`src/rtl/mem_access_unit.sv`:
```
// -----------------------------------------------------------------------------
// mem_access_unit
//   MEM-stage load/store engine. Takes the EX/MEM register outputs, performs
//   one word access at a time on a req/ack data bus and holds the upstream
//   pipeline (stall_o) until the access completes or times out.
//
// Ports
//   clk, rst          rising-edge clock, synchronous active-high reset
//   mem_r_i           load request
//   w_mem_ena_i       store request (wins when both requests are high)
//   alu_res_i         effective address / ALU result
//   rt_data_i         store data
//   rd_i              destination register
//   w_reg_ena_i       register write enable
//   wb_sel_i          write-back select (1 = memory data)
//   stall_o           hold EX/MEM and earlier stages
//   dbus_req_o        bus request (registered)
//   dbus_we_o         bus write enable (registered)
//   dbus_addr_o       word-aligned bus address (registered)
//   dbus_wdata_o      bus write data (registered)
//   dbus_ack_i        bus completion strobe
//   dbus_rdata_i      bus read data, valid with ack
//   mem_rdata_o       captured load data (registered)
//   alu_res_o         alu_res_i pass-through
//   rd_o              rd_i pass-through
//   wb_sel_o          wb_sel_i pass-through
//   w_reg_ena_o       register write enable, gated by stall / misaligned load
//   addr_err_o        misaligned-access pulse (combinational)
//   bus_err_o         bus timeout pulse (registered)
// -----------------------------------------------------------------------------
module mem_access_unit #(
   parameter int DATA_W  = 32,
   parameter int TIMEOUT = 16
) (
   input  logic              clk,
   input  logic              rst,
   input  logic              mem_r_i,
   input  logic              w_mem_ena_i,
   input  logic [DATA_W-1:0] alu_res_i,
   input  logic [DATA_W-1:0] rt_data_i,
   input  logic [4:0]        rd_i,
   input  logic              w_reg_ena_i,
   input  logic              wb_sel_i,
   output logic              stall_o,
   output logic              dbus_req_o,
   output logic              dbus_we_o,
   output logic [DATA_W-1:0] dbus_addr_o,
   output logic [DATA_W-1:0] dbus_wdata_o,
   input  logic              dbus_ack_i,
   input  logic [DATA_W-1:0] dbus_rdata_i,
   output logic [DATA_W-1:0] mem_rdata_o,
   output logic [DATA_W-1:0] alu_res_o,
   output logic [4:0]        rd_o,
   output logic              wb_sel_o,
   output logic              w_reg_ena_o,
   output logic              addr_err_o,
   output logic              bus_err_o
);

   localparam int                CNT_W    = $clog2(TIMEOUT);
   localparam logic [CNT_W-1:0] CNT_LAST = CNT_W'(TIMEOUT - 1);

   typedef enum logic [1:0] {IDLE, BUSY, DONE} state_t;

   state_t           state;
   state_t           state_nxt;
   logic [CNT_W-1:0] cnt;

   logic access;
   logic is_store;
   logic aligned;
   logic start;
   logic ack_hit;
   logic timeout_hit;

   assign access   = mem_r_i | w_mem_ena_i;
   assign is_store = w_mem_ena_i;
   assign aligned  = (alu_res_i[1:0] == 2'b00);

   // Next-state and combinational outputs
   always_comb begin
      state_nxt   = state;
      stall_o     = 1'b0;
      addr_err_o  = 1'b0;
      start       = 1'b0;
      ack_hit     = 1'b0;
      timeout_hit = 1'b0;
      case (state)
         IDLE: begin
            if (access) begin
               if (aligned) begin
                  stall_o   = 1'b1;
                  start     = 1'b1;
                  state_nxt = BUSY;
               end else begin
                  addr_err_o = 1'b1;
               end
            end
         end
         BUSY: begin
            stall_o = 1'b1;
            // Ack has priority over a timeout landing in the same cycle
            if (dbus_ack_i) begin
               ack_hit   = 1'b1;
               state_nxt = DONE;
            end else if (cnt == CNT_LAST) begin
               timeout_hit = 1'b1;
               state_nxt   = DONE;
            end
         end
         DONE: begin
            // stall drops here so EX/MEM advances at the end of this cycle
            state_nxt = IDLE;
         end
         default: state_nxt = IDLE;
      endcase
   end

   // State register
   always_ff @(posedge clk) begin
      if (rst) begin
         state <= IDLE;
      end else begin
         state <= state_nxt;
      end
   end

   // Bus request, counter and load-data registers
   always_ff @(posedge clk) begin
      if (rst) begin
         dbus_req_o   <= 1'b0;
         dbus_we_o    <= 1'b0;
         dbus_addr_o  <= '0;
         dbus_wdata_o <= '0;
         mem_rdata_o  <= '0;
         bus_err_o    <= 1'b0;
         cnt          <= '0;
      end else begin
         bus_err_o <= timeout_hit;
         if (start) begin
            dbus_req_o   <= 1'b1;
            dbus_we_o    <= is_store;
            dbus_addr_o  <= {alu_res_i[DATA_W-1:2], 2'b00};
            dbus_wdata_o <= rt_data_i;
            cnt          <= '0;
         end
         if (state == BUSY) begin
            cnt <= cnt + CNT_W'(1);
         end
         if (ack_hit) begin
            dbus_req_o <= 1'b0;
            // Stores leave the last load data untouched
            if (!dbus_we_o) begin
               mem_rdata_o <= dbus_rdata_i;
            end
         end
         if (timeout_hit) begin
            dbus_req_o  <= 1'b0;
            mem_rdata_o <= '0;
         end
      end
   end

   assign alu_res_o = alu_res_i;
   assign rd_o      = rd_i;
   assign wb_sel_o  = wb_sel_i;

   // A misaligned load must not write back; a misaligned store has no
   // register write to suppress beyond what w_reg_ena_i already says.
   assign w_reg_ena_o = w_reg_ena_i & ~stall_o & ~(mem_r_i & ~is_store & ~aligned);

endmodule

```
`config.mk`:
```
export PLATFORM = sky130hd
export DESIGN_NAME = mem_access_unit
export DESIGN_NICKNAME = d
export VERILOG_FILES = /design/src/rtl/mem_access_unit.sv
export SDC_FILE = /design/constraint.sdc
export NUM_CORES = 1
export LEC_CHECK = 0
export ABC_AREA = 1
export CAP_MARGIN = 10
export CORE_UTILIZATION = 40
export CTS_CLUSTER_DIAMETER = 30
export DETAILED_ROUTE_END_ITERATION = 7
export HOLD_SLACK_MARGIN = 0.03
export PLACE_DENSITY = 0.86
export SLEW_MARGIN = 10
export SYNTH_ARGS = -nofsm -noshare
export SYNTH_HDL_FRONTEND = slang
export SYNTH_SLANG_ARGS = --single-unit
export TNS_END_PERCENT = 10
```
`constraint.sdc`:
```
create_clock -name clk -period 2.9 [get_ports clk]
set_input_delay 0.725 -clock clk [delete_from_list [all_inputs] [get_ports clk]]
set_output_delay 0.725 -clock clk [all_outputs]
set_load 0.01 [all_outputs]
```
Yosys cells after proc, flatten, opt, wreduce, memory -nomap -nowiden
Index checks and enable logic that the tools add are counted.
{"block": "classes", "addsub": 1, "n_eq_ne": 5, "mux": 19, "bitwise": 10, "n_reduce_logical": 7}
{"operator": "2-to-1 mux 1 bit", "n": 11}
{"operator": "2-to-1 mux 2 bit", "n": 4}
{"operator": "2-to-1 mux 4 bit", "n": 2}
{"operator": "NOT 1 bit", "n": 5}
{"operator": "adder 4 x 1 -> 4 bit, second input constant", "n": 1}
{"operator": "bitwise AND 1 bit", "n": 4}
{"operator": "equality test 4 bit, second input constant", "n": 1}
{"operator": "zero test 2 bit", "n": 2}
{"operator": "inequality test 2 bit, second input constant", "n": 2}
{"operator": "one-hot mux 2 bit (2 select lines)", "n": 1}
{"operator": "inequality test 3 bit, second input constant", "n": 1}
{"operator": "AND reduction 3 bit", "n": 1}
{"operator": "OR reduction 3 bit", "n": 1}
{"operator": "equality test 2 x 1 -> 1 bit, second input constant", "n": 1}
{"operator": "one-hot mux 1 bit (2 select lines)", "n": 1}
{"operator": "AND reduction 2 bit", "n": 1}
{"operator": "nonzero test 2 bit", "n": 1}
{"operator": "OR reduction 2 bit", "n": 1}
{"operator": "bitwise OR 1 bit", "n": 1}
{"block": "word_totals", "reg_bits": 103, "inputBits": 108, "output_inout_bits": 140, "elab_cells": 50}

Depth between registers and ports, before layout
{"block": "depth", "word_depth": 7, "depth_mapped": 7, "depth_no_buf": 6}

Worst setup path before layout
OpenSTA, ideal clock, no wires.
{"block": "synth_timing", "kind": "input-to-output", "from": "input mem_r_i", "to": "output w_reg_ena_o", "arrival_time_ns": 1.422, "required_ns": 2.175, "slack_ns": 0.753, "path_stages": 6, "n_path_buf": 1, "cell_sequence": "inv_1 -> nand2_1 -> nand3_2 -> buf_6 -> nand2_1 -> nor2_1"}
{"block": "synth_via", "elab_chain_len": 6, "elab_cells_between_ends": 9, "cone_classes": "mux: 2; bitwise: 7"}
{"item": "from (decl)", "line_no": "37", "rtl": "input logic mem_r_i,"}
{"item": "bitwise OR 1 bit", "line_no": "76", "rtl": "assign access = mem_r_i | w_mem_ena_i;"}
{"item": "2-to-1 mux 1 bit", "line_no": "90", "rtl": "if (access) begin"}
{"item": "one-hot mux 1 bit (2 select lines)", "line_no": "88", "rtl": "case (state)"}
{"item": "via stall_o", "line_no": "44", "rtl": "output logic stall_o,"}
{"item": "NOT 1 bit", "line_no": "170", "rtl": "assign w_reg_ena_o = w_reg_ena_i & ~stall_o & ~(mem_r_i & ~is_store & ~aligned);"}
{"item": "bitwise AND 1 bit (2 in a row)", "line_no": "170"}
{"item": "to (decl)", "line_no": "55", "rtl": "output logic w_reg_ena_o,"}
The timed path passes the listed nets, and every way through them passes these cells.

Worst setup path after layout
{"block": "layout_timing", "from": "input w_mem_ena_i", "to": "output stall_o"}
{"block": "layout_via", "elab_chain_len": 3}
{"item": "from (decl)", "line_no": "38", "rtl": "input logic w_mem_ena_i,"}
{"item": "bitwise OR 1 bit", "line_no": "76"}
{"item": "2-to-1 mux 1 bit", "line_no": "90"}
{"item": "one-hot mux 1 bit (2 select lines)", "line_no": "88"}
{"item": "to (decl)", "line_no": "44"}
No other way between the ends.

==> flow_summary_export.csv <==
group,metric,value,unit
global_route,grt_pass1_vias,3727,
setup_path,required,2.17,ns
timing,worst_pin_slew,0.6723,ns
cells_and_area,multiInputGateArea,1459,um2
logic_synthesis,netlist-cell-type-count,24,
timing,hold_violations,0,
die,die_area,10600,um2
setup_path,rr_worst_depth,7,
setup_path,critPathMaxStageDelay,0.54,ns
setup_path,slowest_stage,"clkdlybuf4s50_1",
die,pin_count,248,
clocking,clock_sinks,103,
logic_synthesis,ys.flop_type,"dfxtp_1",
cells_and_area,final_nets,799,
logic_synthesis,synthCells,512,
cells_and_area,fillCellCount,863,
timing,fin_setup_tns,0,ns
logic_synthesis,ys_async_sr_fraction,0,
setup_path,timing.rr.start,"state[0]",
logic_synthesis,ys_seq_elements,103,
placement,place_congestion,0.7802,
cells_and_area,register_area,2062,um2
clocking,cts_tree,"built",
clocking,cts_inserted_buffers,9,
detailed_routing,drc,0,
die,num_rows,36,
setup_path,setup.worst_path.end_class,"output pin",
logic_synthesis,ys_warn_count,0,
detailed_routing,dr.pass1.iters,4,
detailed_routing,routedWlPerCell,14.04,um
logic_synthesis,synth_top_family_by_area,"simple AND/OR/NAND/NOR gates",
cells_and_area,finalInstanceArea,6320,um2
placement,placed_area,6112,um2
die,start_util,0.4154,
clocking,clk_latency,0.35,ns
logic_synthesis,synth_area_per_cell,7.967,um2
detailed_routing,viasPerCell,4.795,
global_route,grt_max_degree,68,
logic_synthesis,synth_edf_count,0,
timing,drv_slew,0,
setup_path,endpoint,"stall_o",
logic_synthesis,yosys.area_share.xor_xnor,0,
setup_path,reg2reg_to,"dbus_addr_o[29]",
power,powerDensity,459.1,nW/um2
die,fp.dieH,103.0,um
flow_run,maxCapViolations,0,
logic_synthesis,yosys.area_share.simple,0.2282,
cells_and_area,drive_above_1_share,0.05036,
global_route,grt_overflow,0,
power,irDropWorstVdd,0.3032,mV
placement,io_buffers,233,
setup_path,cp_cell_sequence,"clkdlybuf4s50_1 -> inv_1 -> nand2_1 -> nand3_2 -> nand2_1 -> clkdlybuf4s50_1",
status,status,"complete, no violations",
cells_and_area,diodes,0,
timing,min_period,2.832,ns
global_route,grt.total_usage,0.2097,
die,coreArea,9819,um2
min_path,hold_path_class,"register to register",
timing,setup_violations,0,
detailed_routing,drt_iter0_markers,87,
global_route,antenna_found_initial,0,
cells_and_area,area_delta_synth_final,54.94,%
clocking,htreeDepth,3,
setup_path,cp-startpoint,"w_mem_ena_i",
logic_synthesis,synthAdderAreaFrac,0.003067,
logic_synthesis,synth-compound-area-share,0.1245,
die,die_w,103.0,um
clocking,clockBufferDepth,2,
power,p_leak,2.235,nW
setup_path,critPathLaunchType,"input pin",
detailed_routing,dr_total_vias,3970,
clocking,cts_setup_buffers,0,
logic_synthesis,muxShareOfSynthArea,0,
timing,fmax,0.3532,GHz
setup_path,cp.arrival,2.11,ns
global_route,grt_pass1_wl,17370,um
placement,dp_hpwl,8492,um
setup_path,worstSetupPathType,"input pin to output pin",
setup_path,cp.depth,6,
setup_path,critical-path-top-delay-family,"buffers and inverters",
clocking,root_buffer,"clkbuf_8",
timing,min_period_over_period,0.9764,
cells_and_area,final_core_util,0.6436,
setup_path,path_max_fanout,3,
clocking,clk_pin_slew,0.09,ns
logic_synthesis,synth_area,4079,um2
logic_synthesis,synth.yosys.seq_area_share,0.5055,
detailed_routing,postRouteAntennaNets,0,
timing,rsz0062_at_grt,"no",
timing,finalClockSkew,0.01910,ns
setup_path,rrSetupSlack,1.08,ns
setup_path,worst-path-buf-inv,3,
power,total_power,2.901,mW
timing,relSlewSlack,0.5518,
detailed_routing,wl,11620,um
[worst reg2reg max path, cell delays in order (launching register included)]
cell	delay, ns
dfxtp_1	0.40
nor2_2	0.07
nand3_2	0.08
buf_4	0.55
inv_4	0.18
buf_12	0.23
nand2_1	0.12
a21oi_1	0.06
[metal layers]
metal	routed length (um)	up-vias	GRT usage
met3	899	17	0.06441
met4	176	0	0.07584
li1	-	1975	-
met2	6064	146	0.3795
met1	4484	1832	0.2310
met5	0	-	0
[cells by family after synthesis]
family	count (synthesis)
adders and majority gates	1
and+or+nand+nor	223
other	1
AOI/OAI and AO/OA	101
buffers and inverters	83
DFF	103
[final cells by class]
type | count | share of cell area
timing repair buffer | 239 | 0.3777
sequential | 103 | 0.3263
multi-input combinational | 327 | 0.2308
tap | 133 | 0.02633
clock buffer | 10 | 0.02178
clock inverter | 6 | 0.01069
inverter | 10 | 0.006335
[cells in the mapped netlist (7+ instances only)]
cell type / number / area (um2)
nand3_1: 39 / 195.2
inv_1: 7 / 26.28
buf_6: 7 / 78.83
nor2_1: 7 / 26.28
buf_4: 49 / 367.9
nand2_1: 165 / 619.3
buf_2: 9 / 45.04
a21oi_1: 98 / 490.5
dfxtp_1: 103 / 2062
clkbuf_1: 8 / 30.03
[per-stage QoR]
stage / hold slack, ns / setup WS (ns) / std cells
2_1_floorplan: 0.4699 / 0.7535 / 513
3_3_place_gp: 0.4478 / 0.09350 / 812
3_5_place_dp: 0.4528 / 0.06323 / 812
4_1_cts: 0.4678 / 0.04593 / 828
5_1_grt: 0.4854 / 0.001776 / 828
6_report: 0.4655 / 0.06846 / 828
[state kept, by name, indices dropped and copies added, names as in the netlist]
| signal | count |
|---|---|
| bus_err_o | 1 |
| cnt | 4 |
| dbus_addr_o | 30 |
| dbus_req_o | 1 |
| dbus_wdata_o | 32 |
| dbus_we_o | 1 |
| mem_rdata_o | 32 |
| state | 2 |
[cell usage in the layout, fill, tap and decap left out]
| master | n |
|---|---|
| inv_6 | 1 |
| or2_2 | 1 |
| o21ai_0 | 2 |
| clkbuf_8 | 10 |
| dfxtp_1 | 103 |
| dlymetal6s2s_1 | 1 |
| clkinv_4 | 1 |
| buf_2 | 1 |
| nand4_1 | 1 |
| ha_1 | 1 |
| inv_2 | 2 |
| nor2_4 | 1 |
| clkinvlp_4 | 2 |
| a21oi_1 | 98 |
| nor3_1 | 2 |
| nand3_2 | 2 |
| inv_4 | 1 |
| conb_1 | 2 |
| clkdlybuf4s50_1 | 231 |
| bufinv_16 | 1 |
| o31ai_1 | 1 |
| nor2_2 | 2 |
| nand2_4 | 1 |
| buf_12 | 1 |
| nor2_1 | 7 |
| nand2_2 | 2 |
| nand3_1 | 39 |
| buf_4 | 5 |
| clkinv_2 | 1 |
| nand2_1 | 165 |
| inv_1 | 7 |
[repair_timing]
| action | 4_1_cts | 5_1_grt |
|---|---|---|
| hold buffers | 0 | 0 |
| resized for setup | 0 | 1 |
| endpoints found under the setup margin | 0 | 1 |
[where the power goes]
part	switching [mW]	internal (mW)	total, mW
registers	0.0271	1.46	1.49
logic	0.213	0.288	0.500
clock network	0.483	0.426	0.909
total	0.723	2.18	2.90
[how the worst min path moves through the flow]
stage / depth (start not counted) / startpoint / slack (ns) / endpoint
2_1_floorplan: 2 / cnt[3] / 0.47 / cnt[3]
3_3_place_gp: 2 / mem_rdata_o[22] / 0.45 / mem_rdata_o[22]
3_5_place_dp: 2 / mem_rdata_o[28] / 0.45 / mem_rdata_o[28]
4_1_cts: 2 / mem_rdata_o[28] / 0.47 / mem_rdata_o[28]
5_1_grt: 2 / mem_rdata_o[26] / 0.49 / mem_rdata_o[26]
6_report: 2 / mem_rdata_o[28] / 0.47 / mem_rdata_o[28]
Note: power is estimated with default switching activity, not from simulation.
